## src/rtl/reg_bus_arbiter.sv

```systemverilog
// reg_bus_arbiter: two-requester arbiter and sequencer for the register bus.
// One access per grant, fixed four-state sequence, optional owner lock.

module reg_bus_arbiter #(
   parameter int ADDR_W = 8,
   parameter int DATA_W = 32
) (
   input  logic              i_clk,
   input  logic              i_rst_n,
   input  logic              i_req0,
   input  logic              i_req1,
   input  logic              i_we0,
   input  logic              i_we1,
   input  logic [ADDR_W-1:0] i_addr0,
   input  logic [ADDR_W-1:0] i_addr1,
   input  logic [DATA_W-1:0] i_wdata0,
   input  logic [DATA_W-1:0] i_wdata1,
   input  logic              i_lock0,
   input  logic              i_lock1,
   output logic              o_ack0,
   output logic              o_ack1,
   output logic [DATA_W-1:0] o_rsp_rdata,
   output logic              o_busy,
   output logic [ADDR_W-1:0] o_reg_addr,
   output logic [DATA_W-1:0] o_reg_wdata,
   output logic              o_reg_write,
   output logic              o_reg_read,
   input  logic [DATA_W-1:0] i_reg_rdata
);

   typedef enum logic [1:0] {
      S_IDLE,
      S_ISSUE,
      S_CAPTURE,
      S_ACK
   } state_t;

   state_t            r_state;
   state_t            w_state_nxt;

   logic              r_cur;
   logic              r_rd;
   logic              r_last_grant;
   logic              r_owner_locked;
   logic              r_ack0;
   logic              r_ack1;
   logic              r_busy;
   logic              r_reg_write;
   logic              r_reg_read;
   logic [ADDR_W-1:0] r_reg_addr;
   logic [DATA_W-1:0] r_reg_wdata;
   logic [DATA_W-1:0] r_rsp_rdata;

   logic              w_any_req;
   logic              w_owner_req;
   logic              w_lock_hit;
   logic              w_win;
   logic              w_win_we;
   logic [ADDR_W-1:0] w_win_addr;
   logic [DATA_W-1:0] w_win_wdata;
   logic              w_cur_lock;

   logic              w_cur_nxt;
   logic              w_rd_nxt;
   logic              w_last_grant_nxt;
   logic              w_owner_locked_nxt;
   logic              w_ack0_nxt;
   logic              w_ack1_nxt;
   logic              w_reg_write_nxt;
   logic              w_reg_read_nxt;
   logic [ADDR_W-1:0] w_reg_addr_nxt;
   logic [DATA_W-1:0] w_reg_wdata_nxt;
   logic [DATA_W-1:0] w_rsp_rdata_nxt;

   // The owner is whoever completed last; it only matters while locked.
   assign w_any_req   = i_req0 | i_req1;
   assign w_owner_req = r_last_grant ? i_req1 : i_req0;
   assign w_lock_hit  = r_owner_locked & w_owner_req;
   assign w_cur_lock  = r_cur ? i_lock1 : i_lock0;

   // Winner: locked owner first, else round-robin against last grant.
   always_comb begin
      w_win = 1'b0;
      if (w_lock_hit) begin
         w_win = r_last_grant;
      end else if (i_req0 && i_req1) begin
         w_win = ~r_last_grant;
      end else begin
         w_win = ~i_req0;
      end
   end

   // Qualifiers of the selected requester.
   always_comb begin
      w_win_we    = w_win ? i_we1 : i_we0;
      w_win_addr  = w_win ? i_addr1 : i_addr0;
      w_win_wdata = w_win ? i_wdata1 : i_wdata0;
   end

   // State register.
   always_ff @(posedge i_clk or negedge i_rst_n) begin
      if (!i_rst_n) begin
         r_state <= S_IDLE;
      end else begin
         r_state <= w_state_nxt;
      end
   end

   // Next-state logic: fixed IDLE/ISSUE/CAPTURE/ACK walk per access.
   always_comb begin
      w_state_nxt = r_state;
      unique case (r_state)
         S_IDLE:    w_state_nxt = w_any_req ? S_ISSUE : S_IDLE;
         S_ISSUE:   w_state_nxt = S_CAPTURE;
         S_CAPTURE: w_state_nxt = S_ACK;
         S_ACK:     w_state_nxt = S_IDLE;
         default:   w_state_nxt = S_IDLE;
      endcase
   end

   // Output logic: next values for every registered output and flag.
   always_comb begin
      w_cur_nxt          = r_cur;
      w_rd_nxt           = r_rd;
      w_last_grant_nxt   = r_last_grant;
      w_owner_locked_nxt = r_owner_locked;
      w_ack0_nxt         = 1'b0;
      w_ack1_nxt         = 1'b0;
      w_reg_write_nxt    = 1'b0;
      w_reg_read_nxt     = 1'b0;
      w_reg_addr_nxt     = r_reg_addr;
      w_reg_wdata_nxt    = r_reg_wdata;
      w_rsp_rdata_nxt    = r_rsp_rdata;
      unique case (r_state)
         S_IDLE: begin
            if (r_owner_locked && !w_owner_req) begin
               w_owner_locked_nxt = 1'b0;
            end
            if (w_any_req) begin
               w_cur_nxt       = w_win;
               w_rd_nxt        = ~w_win_we;
               w_reg_addr_nxt  = w_win_addr;
               w_reg_wdata_nxt = w_win_wdata;
               w_reg_write_nxt = w_win_we;
               w_reg_read_nxt  = ~w_win_we;
            end
         end
         S_ISSUE: begin
            w_reg_write_nxt = 1'b0;
            w_reg_read_nxt  = 1'b0;
         end
         S_CAPTURE: begin
            if (r_rd) begin
               w_rsp_rdata_nxt = i_reg_rdata;
            end
            w_ack0_nxt         = ~r_cur;
            w_ack1_nxt         = r_cur;
            w_last_grant_nxt   = r_cur;
            w_owner_locked_nxt = w_cur_lock;
         end
         S_ACK: begin
            w_ack0_nxt = 1'b0;
            w_ack1_nxt = 1'b0;
         end
         default: begin
            w_ack0_nxt = 1'b0;
            w_ack1_nxt = 1'b0;
         end
      endcase
   end

   // Output and bookkeeping registers; reset abandons any access.
   always_ff @(posedge i_clk or negedge i_rst_n) begin
      if (!i_rst_n) begin
         r_cur          <= 1'b0;
         r_rd           <= 1'b0;
         r_last_grant   <= 1'b1;
         r_owner_locked <= 1'b0;
         r_ack0         <= 1'b0;
         r_ack1         <= 1'b0;
         r_busy         <= 1'b0;
         r_reg_write    <= 1'b0;
         r_reg_read     <= 1'b0;
         r_reg_addr     <= '0;
         r_reg_wdata    <= '0;
         r_rsp_rdata    <= '0;
      end else begin
         r_cur          <= w_cur_nxt;
         r_rd           <= w_rd_nxt;
         r_last_grant   <= w_last_grant_nxt;
         r_owner_locked <= w_owner_locked_nxt;
         r_ack0         <= w_ack0_nxt;
         r_ack1         <= w_ack1_nxt;
         r_busy         <= (w_state_nxt != S_IDLE);
         r_reg_write    <= w_reg_write_nxt;
         r_reg_read     <= w_reg_read_nxt;
         r_reg_addr     <= w_reg_addr_nxt;
         r_reg_wdata    <= w_reg_wdata_nxt;
         r_rsp_rdata    <= w_rsp_rdata_nxt;
      end
   end

   assign o_ack0      = r_ack0;
   assign o_ack1      = r_ack1;
   assign o_busy      = r_busy;
   assign o_reg_write = r_reg_write;
   assign o_reg_read  = r_reg_read;
   assign o_reg_addr  = r_reg_addr;
   assign o_reg_wdata = r_reg_wdata;
   assign o_rsp_rdata = r_rsp_rdata;

endmodule

```

## config.mk

```make
export PLATFORM = sky130hd
export DESIGN_NAME = reg_bus_arbiter
export DESIGN_NICKNAME = d
export VERILOG_FILES = /design/src/rtl/reg_bus_arbiter.sv
export SDC_FILE = /design/constraint.sdc
export NUM_CORES = 1
export LEC_CHECK = 0
export BUFFER_PORTS_ARGS = -buffer_cell sky130_fd_sc_hd__buf_2
export CORE_MARGIN = 5
export CORE_UTILIZATION = 40
export DETAILED_ROUTE_END_ITERATION = 6
export GPL_TIMING_DRIVEN = 0
export HOLD_SLACK_MARGIN = 0.02
export MAX_ROUTING_LAYER = met4
export PLACE_DENSITY = 0.73
export SYNTH_ARGS = -nofsm -noshare
export SYNTH_HDL_FRONTEND = slang
export SYNTH_SLANG_ARGS = --single-unit
```

## constraint.sdc

```tcl
create_clock -name i_clk -period 1.9 [get_ports i_clk]
set_input_delay 0.57 -clock i_clk [delete_from_list [all_inputs] [get_ports i_clk]]
set_output_delay 0.57 -clock i_clk [all_outputs]
set_load 0.01 [all_outputs]
```

==> results.json, run 1 <==
{
  "status": "finished clean",
  "cts-htree-levels": 3,
  "grt_pass1_wl_mm": 20.64,
  "die-height_um": 111.6,
  "dp_hpwl_mm": 9.365,
  "grt_pass1_vias": 3984,
  "io_buffers": 195,
  "drtAntennaViolNets": 0,
  "finalCriticalPeriod_ps": 1683,
  "timing.final.crit_share_pct": 88.59,
  "slew_violations": 0,
  "drt-vias-per-instance": 5.439,
  "n_antenna_cell": 0,
  "worst-slew-pin-transition_ps": 512.7,
  "drt_iter0_drc": 309,
  "clkTransAtPathRegs_ps": 90,
  "synth_area_um2": 4125,
  "cts_tree": "built",
  "power.total_mw": 8.869,
  "gp_congestion": 0.7803,
  "antenna_found_initial": 0,
  "drive_above_1_share_pct": 46.55,
  "fin_skew_ps": 7.832,
  "cp_max_fo": 10,
  "io_pins": 197,
  "ys_types": 33,
  "yosys_warnings": 0,
  "hp-class": "input pin to asynchronous set/reset pin",
  "grt_overflow": 0,
  "cp.arrival_ps": 1980,
  "crit_path_start_kind": "register",
  "synth.avg_cell_area_um2": 11.65,
  "rows": 37,
  "tns_ps": 0,
  "nets": 682,
  "grt_max_degree": 65,
  "fmax_mhz": 594.1,
  "leakage_nw": 2.675,
  "post_drt_wl_per_cell_um": 17.97,
  "dieWidth_um": 111.6,
  "clk_path_buf_depth": 2,
  "worstPathRequired_ps": 2200,
  "cp.depth": 7,
  "gr-usage-all-layers_pct": 21.04,
  "cts_buffers": 9,
  "yosys_register_bits": 83,
  "max-slew-margin-rel_pct": 65.79,
  "core-area_um2": 10180,
  "cts.sinks": 83,
  "dr.pass1.iters": 4,
  "syn_nets": 476,
  "end_kind": "register",
  "power_density_nw_per_um2": 1624,
  "rr_worst_depth": 7,
  "rsz0062_at_grt": "no",
  "post_cts_buffers": 0,
  "path_buf_inv": 3,
  "worst_path_max_delay_cell": "dlygate4sd1_1",
  "path_cells": "inv_1, ha_1, buf_4, o21ai_2, dlygate4sd1_1, nand2_1, nand3_1",
  "crit_type": "register to register",
  "max-vdd-ir-drop_uv": 614.5,
  "clk-insertion-delay-late_ps": 360,
  "area_growth_pct": 32.39,
  "syn_inst": 354,
  "cp_top_family": "buffers and inverters",
  "finalWirelength_mm": 12.60,
  "synth-seq-area-share_pct": 50.38,
  "initial_core_util_pct": 40.50,
  "vias": 3813,
  "fillCellCount": 959,
  "drc": 0,
  "max_stage_delay_ps": 510,
  "cts_root_buf": "clkbuf_8",
  "setup_violations": 0,
  "final_hold_viol_count": 0,
  "max_cap_violations": 0,
  "dieArea_um2": 12440
}
-- power breakdown --
group | internal, mW | switching, mW | leakage (nW)
clock | 0.486 | 0.694 | 0.0795
combinational | 1.94 | 2.65 | 1.59
sequential | 2.65 | 0.447 | 1.00
-- cell usage in the layout, fill, tap and decap left out, drive strengths merged, types with 2 or more instances in the layout --
cell	instances
buf	224
mux2	34
o21ai	2
clkbuf	17
nand2	44
clkinvlp	3
o2111ai	82
dlygate4sd1	7
inv	9
ha	2
dfrtp	82
nand3	41
-- area by class of cell --
cell class / instances / area (µm²) / share of cell area (%)
clock inverters: 6 / 48.80 / 0.8935
well taps: 136 / 170.2 / 3.116
inverters: 7 / 26.28 / 0.4811
repair buffers: 196 / 1006 / 18.42
plain buffers: 42 / 359.1 / 6.575
flip-flops and latches: 83 / 2078 / 38.05
clock buffers: 10 / 127.6 / 2.337
multi-input cells: 221 / 1645 / 30.13
-- metal layers --
layer	vias to the layer above	global-route usage (%)	share of wire (%)
li1	1795	-	-
met1	1825	27.87	44
met2	170	32.13	47
met3	23	4.402	6.4
met4	0	7.461	2.3
met5	-	-	0
-- flip-flops by register name (all words and copies together), names as in the netlist --
register,count
o_ack0,1
o_ack1,1
o_busy,1
o_reg_addr,8
o_reg_read,1
o_reg_wdata,32
o_reg_write,1
o_rsp_rdata,32
r_cur,1
r_last_grant,1
r_owner_locked,1
r_rd,1
r_state,2
-- per-stage QoR --
step                util (%)  cells  hold slack [ps]  setup slack [ps]  instance area [µm²]
CTS                    53.78    702            72.56             105.4                 5478
global route           53.62    701            74.66             62.75                 5461
detailed placement     52.05    686            475.4             4.690                 5301
floorplan                  -    354            274.4             413.3                 4125
global placement       51.76    685            468.7            -380.2                 5271
finish                 53.62    701            76.67             216.8                 5461
-- cells by family after synthesis --
group / synth area share, %
AOI/OAI and AO/OA: 18.84
xor gates and xnor gates: 0.7888
adders and majority gates: 0.6065
buffers and inverters: 9.736
DFF: 50.38
muxes: 9.524
and+or+nand+nor: 10.13
-- synth_stat cells (all sizes together) --
| library cell | instances | area (µm²) |
|---|---|---|
| nand3 | 41 | 205.2 |
| dfstp | 1 | 26.28 |
| buf | 28 | 219.0 |
| or3 | 1 | 6.260 |
| xnor2 | 1 | 16.27 |
| a41oi | 1 | 8.760 |
| dlygate4sd1 | 10 | 87.58 |
| o21ai | 2 | 13.76 |
| o22ai | 1 | 6.260 |
| a22oi | 1 | 7.510 |
| inv | 7 | 26.27 |
| mux2 | 34 | 382.9 |
| a21oi | 1 | 5.000 |
| dfrtp | 82 | 2052 |
| and2 | 1 | 6.260 |
| clkbuf | 5 | 68.82 |
| o2111ai | 82 | 718.2 |
| nor4bb | 1 | 10.01 |
| nand2 | 44 | 165.2 |
| ha | 2 | 25.02 |
| a22o | 1 | 8.760 |
| mux2i | 1 | 10.01 |
| or2 | 1 | 6.260 |
| nand4 | 1 | 6.260 |
| xor2 | 1 | 16.27 |
| nor2 | 1 | 3.750 |
| a21o | 1 | 8.760 |
| nand4b | 1 | 8.760 |
-- final timing paths --
path	start	endpoint	slack [ps]
worst min register to register	o_rsp_rdata[18]	o_rsp_rdata[18]	490
worst min-delay path	i_rst_n	o_rsp_rdata[5]	80
min in group i_clk	i_reg_rdata[8]	o_rsp_rdata[8]	410
worst max register to register	r_state[0]	o_reg_wdata[1]	220
worst max-delay path	r_state[0]	o_reg_wdata[1]	220
max in group asynchronous	i_rst_n	r_last_grant	1170
-- repair_timing --
action	CTS	global route
endpoints found under the setup margin	0	12
hold buffers	0	0
gates resized for setup	0	2
No activity file was read; power rests on OpenSTA's default activity.
==> run 2, diff against run 1 <==
--- a/config.mk
+++ b/config.mk
@@ -6,6 +6,7 @@
 export NUM_CORES = 1
 export LEC_CHECK = 0
 export BUFFER_PORTS_ARGS = -buffer_cell sky130_fd_sc_hd__buf_2
+export CORE_ASPECT_RATIO = 1.4
 export CORE_MARGIN = 5
 export CORE_UTILIZATION = 40
 export DETAILED_ROUTE_END_ITERATION = 6
==> run 2 against run 1 <==
Compared with the run above:
- wire length is 4.8% higher
- global-route usage is 0.47 points higher
- setup slack worse by 92 ps
- core utilization is 1.7 points higher
- design area is 3.7% higher
- combinational power hardly changed
- via count is 1.5% higher
- critical path type unchanged
- largest cell class unchanged
==> results.json, run 2 (same netlist as run 1, synthesis figures left out) <==
{
  "placed_cells": 688,
  "finalCriticalPeriod_ps": 1775,
  "rows": 44,
  "power_density_nw_per_um2": 1742,
  "end_kind": "register",
  "path_cells": "inv_1, ha_1, buf_4, buf_6, dlygate4sd1_1, o2111ai_1, nand3_1",
  "io_buffers": 195,
  "cts_tree": "built",
  "max_stage_delay_ps": 440,
  "cts_buffers": 9,
  "clkTransAtPathRegs_ps": 60,
  "post_drt_wl_per_cell_um": 18.75,
  "instances_no_fill": 704,
  "gr-usage-all-layers_pct": 21.51,
  "multi_input_area_um2": 1645,
  "io_pins": 197,
  "vias": 3870,
  "clk_path_buf_depth": 2,
  "timing.final.crit_share_pct": 93.44,
  "mostFrequentLayoutCells": "204 x buf_2, 82 x o2111ai_1, 82 x dfrtp_1",
  "area_growth_pct": 37.34,
  "drc": 0,
  "cts.sinks": 83,
  "worst_slack_ps": 124.7,
  "gp_congestion": 0.7896,
  "cts_hold_buf": 0,
  "core-area_um2": 10240,
  "max-slew-margin-rel_pct": 68.85,
  "grt_pass1_vias": 3923,
  "cp.arrival_ps": 2050,
  "grt_max_degree": 73,
  "nets": 683,
  "worstPathRequired_ps": 2170,
  "final_hold_viol_count": 0,
  "fmax_mhz": 563.3,
  "crit_type": "register to register",
  "critPathLaunch": "r_state[0]",
  "worst-slew-pin-transition_ps": 466.8,
  "fin_skew_ps": 7.662,
  "fillCellCount": 939,
  "wl_met1_mm": 5.197,
  "clk-insertion-delay-late_ps": 340,
  "hold-worst-slack_ps": 65.41,
  "tns_ps": 0,
  "final_common_cell": "buf_2",
  "rsz0062_at_grt": "no",
  "top_layer": "met4",
  "regArea_um2": 2078,
  "cp_max_fo": 10,
  "dp_hpwl_mm": 9.722,
  "finalWirelength_mm": 13.20,
  "drive_above_1_share_pct": 46.37,
  "cts-htree-levels": 3,
  "setup_violations": 0,
  "drt_iter0_drc": 161,
  "wl_met3_mm": 1.087,
  "crit_path_start_kind": "register",
  "max-vdd-ir-drop_uv": 596.7,
  "slew_violations": 0,
  "cts_root_buf": "clkbuf_16",
  "grt_pass1_wl_mm": 19.93,
  "max_cap_violations": 0,
  "timing.rr.start": "r_state[0]",
  "dieArea_um2": 12470,
  "grt_overflow": 0,
  "dr.pass1.iters": 5,
  "met2_length_mm": 6.704,
  "drtAntennaViolNets": 0,
  "worst_path_max_delay_cell": "dlygate4sd1_1",
  "hp-class": "input pin to asynchronous set/reset pin",
  "leakage_nw": 2.781,
  "antenna_found_initial": 1,
  "place_worst_setup_slack_ps": 64.41,
  "drt-vias-per-instance": 5.497,
  "dieWidth_um": 95.83,
  "status": "finished clean",
  "die-height_um": 130.2,
  "initial_core_util_pct": 40.29
}
-- run 2: cell count changes in the layout (fill, tap and decap cells not counted) --
cell           change
clkbuf_16          +9
inv_6              -1
bufinv_16          +4
diode_2            +1
clkinvlp_4         -3
dlygate4sd1_1      +2
clkbuf_8           -9
clkbuf_1           -1
clkbuf_2           -1
-- run 2: through the flow --
step,total power [mW],area (µm²),util [%]
after detailed placement,7.796,5304,51.80
final,9.869,5665,55.33
after floorplan,5.995,4125,-
after global placement,7.670,5274,51.50
after CTS,9.983,5667,55.34
after global routing,10.54,5665,55.33
-- run 2: worst paths after layout --
| kind | to | slack [ps] | cells past startpoint |
|---|---|---|---|
| worst max register to register | o_reg_wdata[14] | 120 | 7 |
| worst min-delay path | o_rsp_rdata[1] | 70 | 1 |
| min in group i_clk | o_rsp_rdata[11] | 430 | 2 |
| worst max-delay path | o_reg_wdata[14] | 120 | 7 |
| max in group asynchronous | r_last_grant | 1210 | 2 |
| worst min register to register | o_rsp_rdata[8] | 480 | 1 |
-- run 2: where the power goes --
part	internal [mW]	switching, mW
combinational	1.96	2.66
clock	1.42	0.731
sequential	2.66	0.443
-- run 2: repair_timing --
| item | CTS | global route |
|---|---|---|
| buffers inserted | 0 | 0 |
| endpoints found under the setup margin | 0 | 9 |
| gates resized for setup | 0 | 1 |
-- run 2: final cells by class --
cell class / instances / area share, %
Timing Repair Buffer: 196 / 17.76
Buffer: 43 / 6.559
Multi-Input combinational cell: 221 / 29.04
Inverter: 7 / 0.4638
Antenna cell: 1 / 0.04417
Tap cell: 138 / 3.048
Clock buffer: 9 / 3.975
Clock inverter: 6 / 2.429
Sequential cell: 83 / 36.68
-- run 2: worst max-delay path: cells and delay by family (launching register included) --
family,cells,cell delay [ps]
AOI/OAI and AO/OA,1,220
adders and majority gates,1,140
DFF,1,350
and+or+nand+nor,1,110
buffers and inverters,4,880
-- run 2: layer usage --
layer	track usage (%)	up-vias
li1	-	1803
met1	25.28	1863
met2	36.20	189
met3	4.037	15
met4	8.291	0
met5	-	-
==> run 3, diff against run 2 <==
--- a/config.mk
+++ b/config.mk
@@ -13,7 +13,7 @@
 export GPL_TIMING_DRIVEN = 0
 export HOLD_SLACK_MARGIN = 0.02
 export MAX_ROUTING_LAYER = met4
-export PLACE_DENSITY = 0.73
+export PLACE_DENSITY = 0.75
 export SYNTH_ARGS = -nofsm -noshare
 export SYNTH_HDL_FRONTEND = slang
 export SYNTH_SLANG_ARGS = --single-unit
==> constraint.sdc (replaced) <==
create_clock -name i_clk -period 1.5 [get_ports i_clk]
set_input_delay 0.45 -clock i_clk [delete_from_list [all_inputs] [get_ports i_clk]]
set_output_delay 0.45 -clock i_clk [all_outputs]
set_load 0.01 [all_outputs]
==> run 3 against run 2 <==
Compared with the run above:
- die area stayed put
- the run now ends with setup timing left
- largest power group unchanged
- wire length grew 7.4%
- via count rose by 2.7%
==> results.json, run 3 (same netlist as run 1, synthesis figures left out) <==
{
  "gp_congestion": 0.8154,
  "max-slew-margin-rel_pct": 70.64,
  "clk_path_buf_depth": 2,
  "clk-insertion-delay-late_ps": 340,
  "crit_type": "register to register",
  "hp-class": "input pin to asynchronous set/reset pin",
  "grt_overflow": 0,
  "vias": 3973,
  "crit_top_cell": "buf_4",
  "antenna_found_initial": 0,
  "io_buffers": 195,
  "fin_skew_ps": 7.655,
  "dr.pass1.iters": 4,
  "final_hold_viol_count": 0,
  "violations": "setup timing",
  "placed_area_um2": 5304,
  "post-route-util_pct": 60.51,
  "worstPathRequired_ps": 1710,
  "power_density_nw_per_um2": 2258,
  "drt_iter0_drc": 121,
  "dp_hpwl_mm": 10.07,
  "area_growth_pct": 50.20,
  "drt-vias-per-instance": 5.580,
  "grt_pass1_vias": 4261,
  "worst-slew-pin-transition_ps": 440.4,
  "dieWidth_um": 95.83,
  "initial_core_util_pct": 40.29,
  "core-area_um2": 10240,
  "mostFrequentLayoutCells": "202 x buf_2, 82 x dfrtp_1, 43 x nand2_1",
  "fmax_mhz": 634.1,
  "final_area_um2": 6196,
  "nets": 691,
  "max_cap_violations": 0,
  "cts_buffers": 9,
  "clkTransAtPathRegs_ps": 60,
  "finalWirelength_mm": 14.17,
  "io_pins": 197,
  "cp_top_family": "flip-flops",
  "path_cells": "buf_4, xnor2_4, buf_4, o2111ai_1, nand3_2",
  "rsz0062_at_grt": "yes",
  "end_kind": "register",
  "path_buf_inv": 2,
  "final_common_cell": "buf_2",
  "dieArea_um2": 12470,
  "cts_tree": "built",
  "slew_violations": 0,
  "post_drt_wl_per_cell_um": 19.91,
  "drc": 0,
  "max-vdd-ir-drop_uv": 954.0,
  "drive_above_1_share_pct": 56.10,
  "max_stage_delay_ps": 590,
  "cts-htree-levels": 3,
  "timing.final.crit_share_pct": 105.1,
  "gr-usage-all-layers_pct": 22.53,
  "power.total_mw": 13.99,
  "crit_path_start_kind": "register",
  "drtAntennaViolNets": 0,
  "cts.sinks": 83,
  "grt_max_degree": 57,
  "leakage_nw": 2.896,
  "status": "finished, violations left",
  "cp_max_fo": 10,
  "worst_path_max_delay_cell": "dfstp_2",
  "die-height_um": 130.2,
  "n_antenna_cell": 0,
  "fillCellCount": 856,
  "worst_slack_ps": -77.09,
  "setup_violations": 18,
  "cts_root_buf": "clkbuf_16",
  "finalCriticalPeriod_ps": 1577,
  "rows": 44,
  "grt_pass1_wl_mm": 20.89,
  "cp.arrival_ps": 1790,
  "cts_hold_buf": 0
}
[run 3: stage by stage]
stage / cells / setup TNS (ps) / setup WS (ps) / hold WS [ps]
2_1_floorplan: 354 / 0 / 72.18 / 154.4
3_3_place_gp: 687 / -66900 / -680.8 / 469.1
3_5_place_dp: 688 / -12930 / -368.1 / 401.5
4_1_cts: 708 / -141.2 / -42.08 / 45.64
5_1_grt: 712 / -2783 / -138.9 / 63.75
6_report: 712 / -335.8 / -77.09 / 33.33
[run 3: final timing paths]
kind / end / slack, ps / from / cells after the start
worst max register to register: o_reg_wdata[16] / -80 / r_last_grant / 5
worst min-delay path: o_rsp_rdata[11] / 30 / i_rst_n / 1
worst min register to register: o_rsp_rdata[30] / 480 / o_rsp_rdata[30] / 1
worst max-delay path: o_reg_wdata[16] / -80 / r_last_grant / 5
max in group asynchronous: r_last_grant / 810 / i_rst_n / 2
min in group i_clk: o_rsp_rdata[13] / 320 / i_reg_rdata[13] / 2
[run 3: report_power, final]
group          switching [mW]  total (mW)  internal, mW  leakage (nW)
sequential              0.608        3.98          3.37          1.00
clock                   0.908        2.54          1.63         0.167
combinational            4.05        7.47          3.42          1.72
total                    5.56        14.0          8.43          2.90
[run 3: timing repair]
action,CTS,global route
pin swaps,12,23
setup buffers,4,2
endpoints found under the setup margin,71,61
resized for setup,63,29
gates cloned,0,3
[run 3: cell type report]
cell class / count / area [µm²] / area share (%)
timing repair buffer: 205 / 1167 / 18.84
clock inverter: 6 / 112.6 / 1.817
buffer: 42 / 407.9 / 6.583
multi-input combinational: 221 / 2002 / 32.31
sequential: 83 / 2078 / 33.54
inverter: 7 / 26.28 / 0.4241
clock buffer: 10 / 229.0 / 3.695
tap: 138 / 172.7 / 2.787
[run 3: metal layers]
| layer | vias up | global-route usage [%] | part of all wire [%] | routed length (µm) |
|---|---|---|---|---|
| li1 | 1810 | - | - | - |
| met1 | 1952 | 24.45 | 39 | 5463 |
| met2 | 186 | 39.31 | 52 | 7403 |
| met3 | 25 | 5.306 | 7.0 | 998 |
| met4 | 0 | 8.878 | 2.2 | 309 |
| met5 | - | - | 0 | 0 |
[run 3: worst register-to-register path: stages (launching register included)]
cell,delay (ps)
dfstp_2,590
buf_4,160
xnor2_4,120
buf_4,210
o2111ai_1,270
nand3_2,100
